`src/rtl/alu_pkg.sv`:
```
// Shared ALU definitions: operation encodings and the operand-conditioning
// decode used by the adder datapath.
package alu_pkg;

  typedef enum logic [1:0] {
    OP_ADD = 2'b00,
    OP_SUB = 2'b01,
    OP_ADC = 2'b10,
    OP_SBC = 2'b11
  } op_e;

  typedef struct packed {
    logic invert_b;
    logic carry_in;
  } op_ctrl_t;

  // Subtraction is A + ~B + 1; the borrow-chained forms take the caller's carry.
  function automatic op_ctrl_t op_decode(op_e op, logic cin);
    op_ctrl_t ctrl;
    ctrl = '0;
    unique case (op)
      OP_ADD: ctrl = '{invert_b: 1'b0, carry_in: 1'b0};
      OP_SUB: ctrl = '{invert_b: 1'b1, carry_in: 1'b1};
      OP_ADC: ctrl = '{invert_b: 1'b0, carry_in: cin};
      OP_SBC: ctrl = '{invert_b: 1'b1, carry_in: cin};
      default: ctrl = '0;
    endcase
    return ctrl;
  endfunction

endpackage

```
`src/rtl/pipelined_adder_if.sv`:
```
// Valid/ready operand and result channels of the pipelined adder.
interface pipelined_adder_if #(
  parameter int WIDTH = 32
);
  logic             in_valid;
  logic             in_ready;
  logic [WIDTH-1:0] in_a;
  logic [WIDTH-1:0] in_b;
  logic [1:0]       in_op;
  logic             in_cin;
  logic             out_valid;
  logic             out_ready;
  logic [WIDTH-1:0] out_sum;
  logic             out_cout;
  logic             out_ovf;
  logic             out_zero;

  modport master (
    output in_valid, in_a, in_b, in_op, in_cin, out_ready,
    input  in_ready, out_valid, out_sum, out_cout, out_ovf, out_zero
  );

  modport slave (
    input  in_valid, in_a, in_b, in_op, in_cin, out_ready,
    output in_ready, out_valid, out_sum, out_cout, out_ovf, out_zero
  );
endinterface

```
`src/rtl/adder_slice.sv`:
```
// One pipeline stage: adds slice IDX of the operands with the carry from the
// previous stage and registers the whole beat (operands, partial sum, flags).
module adder_slice #(
  parameter int WIDTH = 32,
  parameter int SW    = 16,
  parameter int IDX   = 0
) (
  input  logic             clk,
  input  logic             rst_n,
  input  logic             en,
  input  logic             valid_in,
  input  logic             carry_in,
  input  logic [WIDTH-1:0] a_in,
  input  logic [WIDTH-1:0] b_in,
  input  logic [WIDTH-1:0] sum_in,
  output logic             valid_q,
  output logic             carry_q,
  output logic [WIDTH-1:0] a_q,
  output logic [WIDTH-1:0] b_q,
  output logic [WIDTH-1:0] sum_q,
  output logic             zero_q,
  output logic             ovf_q
);
  localparam int LO = IDX * SW;

  logic [SW:0]      slice_sum;
  logic [WIDTH-1:0] sum_next;

  always_comb begin
    slice_sum = {1'b0, a_in[LO +: SW]} + {1'b0, b_in[LO +: SW]} + {{SW{1'b0}}, carry_in};
    sum_next  = sum_in;
    sum_next[LO +: SW] = slice_sum[SW-1:0];
  end

  // Flags are only meaningful in the last stage, where sum_next is complete.
  // NOTE: every state register uses <= so all stages sample the pre-edge
  // values of their neighbours; blocking here would collapse the pipeline.
  always_ff @(posedge clk or negedge rst_n) begin
    if (!rst_n) begin
      // NOTE: the datapath registers are reset too, because the output
      // port values after reset are architecturally visible (all zero).
      valid_q <= 1'b0;
      carry_q <= 1'b0;
      a_q     <= '0;
      b_q     <= '0;
      sum_q   <= '0;
      zero_q  <= 1'b0;
      ovf_q   <= 1'b0;
    end else if (en) begin
      valid_q <= valid_in;
      carry_q <= slice_sum[SW];
      a_q     <= a_in;
      b_q     <= b_in;
      sum_q   <= sum_next;
      zero_q  <= (sum_next == '0);
      ovf_q   <= (a_in[WIDTH-1] == b_in[WIDTH-1]) && (sum_next[WIDTH-1] != a_in[WIDTH-1]);
    end
  end

endmodule

```
`src/rtl/pipelined_adder.sv`:
```
// Add/subtract unit split into STAGES carry-registered slices with a single
// global stall: the whole pipe advances only when the result can move on.
module pipelined_adder
  import alu_pkg::*;
#(
  parameter int WIDTH  = 32,
  parameter int STAGES = 2
) (
  input  logic              clk,
  input  logic              rst_n,
  pipelined_adder_if.slave  bus
);
  localparam int SW = WIDTH / STAGES;

  if (STAGES < 1 || STAGES > 4 || (WIDTH % STAGES) != 0) begin : g_bad_params
    $error("pipelined_adder: STAGES must be 1..4 and divide WIDTH");
  end

  logic             advance;
  op_ctrl_t         ctrl;
  logic [WIDTH-1:0] b_eff;

  logic [STAGES:0]  valid_s;
  logic [STAGES:0]  carry_s;
  logic [STAGES:1]  zero_s;
  logic [STAGES:1]  ovf_s;
  logic [WIDTH-1:0] a_s   [STAGES+1];
  logic [WIDTH-1:0] b_s   [STAGES+1];
  logic [WIDTH-1:0] sum_s [STAGES+1];

  // NOTE: always_comb assigns every output first so no path can infer a latch.
  always_comb begin
    ctrl  = op_decode(op_e'(bus.in_op), bus.in_cin);
    b_eff = ctrl.invert_b ? ~bus.in_b : bus.in_b;
  end

  assign advance      = !bus.out_valid || bus.out_ready;
  assign bus.in_ready = advance;

  assign valid_s[0] = bus.in_valid;
  assign carry_s[0] = ctrl.carry_in;
  assign a_s[0]     = bus.in_a;
  assign b_s[0]     = b_eff;
  assign sum_s[0]   = '0;

  for (genvar k = 0; k < STAGES; k++) begin : g_stage
    adder_slice #(
      .WIDTH (WIDTH),
      .SW    (SW),
      .IDX   (k)
    ) u_slice (
      .clk      (clk),
      .rst_n    (rst_n),
      .en       (advance),
      .valid_in (valid_s[k]),
      .carry_in (carry_s[k]),
      .a_in     (a_s[k]),
      .b_in     (b_s[k]),
      .sum_in   (sum_s[k]),
      .valid_q  (valid_s[k+1]),
      .carry_q  (carry_s[k+1]),
      .a_q      (a_s[k+1]),
      .b_q      (b_s[k+1]),
      .sum_q    (sum_s[k+1]),
      .zero_q   (zero_s[k+1]),
      .ovf_q    (ovf_s[k+1])
    );
  end

  assign bus.out_valid = valid_s[STAGES];
  assign bus.out_sum   = sum_s[STAGES];
  assign bus.out_cout  = carry_s[STAGES];
  assign bus.out_ovf   = ovf_s[STAGES];
  assign bus.out_zero  = zero_s[STAGES];

endmodule
```
`src/flat_wrapper.sv`:
```
// flat-port wrapper written by rule: the top's interface ports become plain ports
module pipelined_adder_flat import alu_pkg::*;
#(
  parameter int WIDTH  = 32,
  parameter int STAGES = 2
)
  (clk, rst_n, bus_in_valid, bus_in_a, bus_in_b, bus_in_op, bus_in_cin, bus_out_ready, bus_in_ready, bus_out_valid, bus_out_sum, bus_out_cout, bus_out_ovf, bus_out_zero);
  pipelined_adder_if #(.WIDTH(WIDTH)) bus_i ();
  input  logic clk;
  input  logic rst_n;
  input wire logic [$bits(bus_i.in_valid)-1:0] bus_in_valid;
  input wire logic [$bits(bus_i.in_a)-1:0] bus_in_a;
  input wire logic [$bits(bus_i.in_b)-1:0] bus_in_b;
  input wire logic [$bits(bus_i.in_op)-1:0] bus_in_op;
  input wire logic [$bits(bus_i.in_cin)-1:0] bus_in_cin;
  input wire logic [$bits(bus_i.out_ready)-1:0] bus_out_ready;
  output wire logic [$bits(bus_i.in_ready)-1:0] bus_in_ready;
  output wire logic [$bits(bus_i.out_valid)-1:0] bus_out_valid;
  output wire logic [$bits(bus_i.out_sum)-1:0] bus_out_sum;
  output wire logic [$bits(bus_i.out_cout)-1:0] bus_out_cout;
  output wire logic [$bits(bus_i.out_ovf)-1:0] bus_out_ovf;
  output wire logic [$bits(bus_i.out_zero)-1:0] bus_out_zero;
  assign bus_i.in_valid = bus_in_valid;
  assign bus_i.in_a = bus_in_a;
  assign bus_i.in_b = bus_in_b;
  assign bus_i.in_op = bus_in_op;
  assign bus_i.in_cin = bus_in_cin;
  assign bus_i.out_ready = bus_out_ready;
  assign bus_in_ready = bus_i.in_ready;
  assign bus_out_valid = bus_i.out_valid;
  assign bus_out_sum = bus_i.out_sum;
  assign bus_out_cout = bus_i.out_cout;
  assign bus_out_ovf = bus_i.out_ovf;
  assign bus_out_zero = bus_i.out_zero;
  pipelined_adder #(.WIDTH(WIDTH), .STAGES(STAGES)) u_core (.clk(clk), .rst_n(rst_n), .bus(bus_i));
endmodule
```
`config.mk`:
```
export PLATFORM = sky130hd
export DESIGN_NAME = pipelined_adder_flat
export DESIGN_NICKNAME = d
export VERILOG_FILES = /design/src/rtl/alu_pkg.sv /design/src/rtl/pipelined_adder_if.sv /design/src/rtl/adder_slice.sv /design/src/rtl/pipelined_adder.sv /design/src/flat_wrapper.sv
export SDC_FILE = /design/constraint.sdc
export NUM_CORES = 1
export LEC_CHECK = 0
export ABC_CLOCK_PERIOD_IN_PS = 2930
export CAP_MARGIN = 25
export CORE_MARGIN = 2
export CORE_UTILIZATION = 52
export DETAILED_ROUTE_END_ITERATION = 10
export GPL_TIMING_DRIVEN = 0
export PLACE_DENSITY = 0.88
export SLEW_MARGIN = 20
export SYNTH_ARGS = -nofsm -noshare
export SYNTH_HDL_FRONTEND = slang
export SYNTH_HIERARCHICAL = 1
export SYNTH_SLANG_ARGS = --single-unit
```
`constraint.sdc`:
```
create_clock -name clk -period 2.93 [get_ports clk]
set_input_delay 0.4395 -clock clk [delete_from_list [all_inputs] [get_ports clk]]
set_output_delay 0.4395 -clock clk [all_outputs]
set_load 0.1 [all_outputs]
```
==> flow_summary.toml <==
[synthesis]
synth_area_sq_mm = 0.00520
syn-mean-instance-area_sq_um = 11.0
syn_inst = 471
ys_warn_count = 6
synth_fp_nets = 576

[floorplan]
core_sq_mm = 0.00973
die_y_um = 104
initial_utilization_pct = 53.5
die_x_um = 104
die_area_sq_mm = 0.0108
rows = 36
pin_count = 108

[timing]
maxSlewViolCount = 0
tightest_slew_ps = 996
report.final.setup_viol = 0
fin_skew_ps = 11.1
period_minus_slack_ps = 2920
hold_violations = 0
fmax_mhz = 342
period_share_pct = 99.7
max_slew_margin_pct = 33.4
rsz0062_at_grt = "yes"

[layout]
register_area_sq_mm = 0.00215
drive_gt1_share_pct = 21.5
fillers = 725
layout_common_cells = "clkdlybuf4s50_1, dfrtp_1, mux2_2"
fin_cells = 737
area_growth_syn_to_layout_pct = 31.9
final_common_cell = "clkdlybuf4s50_1"
fin_nets = 704
n_antenna_cell = 0
multiInputGateArea_sq_mm = 0.00296

[pwr]
max-vdd-ir-drop_v = 0.00121
p_leak_nw = 2.94
power.total_mw = 6.85
power.density_mw_per_mm2 = 999

[global_route]
grt.overflow.total = 0
grt_pass1_wl_mm = 20.5
grt_max_degree = 55
grt_pass1_vias = 4230
track_usage_pct = 23.5
antenna_found_initial = 0

[cts]
postCtsHoldBufs = 0
clkLatencyLatePin_ps = 360
cts_root_buf = "clkbuf_8"
clock_sinks = 86
cts_htree_levels = 3
cts_tree = "yes"
numCtsBuffers = 9
path_clk_slew_ps = 90
clk_path_buf_depth = 2

[outcome]
status = "finished, final reports clean"

[placement]
placed_cells = 711
routabilityCongestion = 0.849
portBuffers = 106
dp_hpwl_mm = 9.30

[setup_path]
path_max_fanout = 6
cp.required_ps = 3180
end_kind = "flip-flop"
worstPathArrival_ps = 3170
worst_setup_path_start_kind = "flip-flop"
path_class = "flip-flop to flip-flop"

[drt]
avgRoutedWirePerCell_um = 17.1
drt-initial-drc-count = 157
viasPerCell = 5.68
finalWirelength_mm = 12.6
final_antenna_net_count = 0
drcViolationCount = 0
dr.pass1.iters = 5
num_vias = 4186

[worst_hold_path]
hold_path_class = "input pin to asynchronous set/reset pin"

[flow_run]
maxCapViolations = 0
==> state kept, by name, summed over array words and instances, names as in the netlist <==
| register | flops |
|---|---|
| u_core/g_stage.u_slice/zero_q | 1 |
| u_core/g_stage.u_slice/sum_q | 48 |
| u_core/g_stage.u_slice/ovf_q | 1 |
| u_core/g_stage.u_slice/valid_q | 2 |
| u_core/g_stage.u_slice/b_q | 16 |
| u_core/g_stage.u_slice/carry_q | 2 |
| u_core/g_stage.u_slice/a_q | 16 |
==> report_power, final <==
| group | switching, mW | leakage [nW] | internal (mW) |
|---|---|---|---|
| registers | 0.288 | 1.00 | 1.59 |
| clock network | 0.424 | 0.0992 | 0.444 |
| logic | 2.80 | 1.84 | 1.31 |
| total | 3.51 | 2.94 | 3.35 |
==> path summary, 6_finish.rpt <==
path	start	end	slack (ps)	cells past startpoint
max in group asynchronous	rst_n	u_core/g_stage[1].u_slice/sum_q[4]$_DFFE_PN0P_	2310	2
worst max-delay path	u_core/g_stage[0].u_slice/carry_q$_DFFE_PN0P_	u_core/g_stage[1].u_slice/zero_q$_DFFE_PN0P_	10	9
worst min register to register	u_core/g_stage[1].u_slice/ovf_q$_DFFE_PN0P_	u_core/g_stage[1].u_slice/ovf_q$_DFFE_PN0P_	500	2
min in group clk	u_core/g_stage[1].u_slice/ovf_q$_DFFE_PN0P_	u_core/g_stage[1].u_slice/ovf_q$_DFFE_PN0P_	500	2
worst max register to register	u_core/g_stage[0].u_slice/carry_q$_DFFE_PN0P_	u_core/g_stage[1].u_slice/zero_q$_DFFE_PN0P_	10	9
worst min-delay path	rst_n	u_core/g_stage[1].u_slice/valid_q$_DFFE_PN0P_	20	1
==> final cells by class <==
class | count | share of cell area (%)
plain buffers | 19 | 1.86
clock inverters | 4 | 0.784
well taps | 133 | 2.43
multi-input cells | 347 | 43.2
clock buffers | 12 | 2.26
flip-flops and latches | 86 | 31.4
repair buffers | 118 | 17.1
inverters | 18 | 0.985
==> timing repair <==
action                     in CTS  in global routing
pin swaps                      13                 13
resized for setup              11                 17
setup endpoints to repair       6                  8
buffers inserted                8                  3
==> per-stage QoR <==
stage | TNS (ps) | instance area (sq um) | setup WS (ps) | hold slack (ps) | util [%]
floorplan | 0 | 5200 | 26.7 | 144 | -
global placement | -127300 | 6430 | -1460 | 476 | 66.1
detailed placement | -2760 | 6460 | -641 | 414 | 66.4
CTS | 0 | 6760 | 8.25 | 33.0 | 69.4
global route | -91.1 | 6860 | -80.0 | 40.7 | 70.5
finish | 0 | 6860 | 9.97 | 22.0 | 70.5
==> layer usage <==
metal | vias up | share of wire (%) | track usage, %
met1 | 2059 | 43 | 29.7
li1 | 1950 | - | -
met5 | - | 0 | 0
met3 | 28 | 5.1 | 4.76
met2 | 149 | 50 | 40.5
met4 | 0 | 2.3 | 7.82
==> worst max-delay path, stage by stage (launching register included) <==
cell and delay, ps:
dfrtp_1 410, fa_2 420, fa_2 400, a21o_1 230
and3_4 220, o21a_4 210, o21a_1 180, a211oi_2 300
xnor2_2 110, o41ai_2 330
Note: power is estimated with default switching activity, not from simulation.
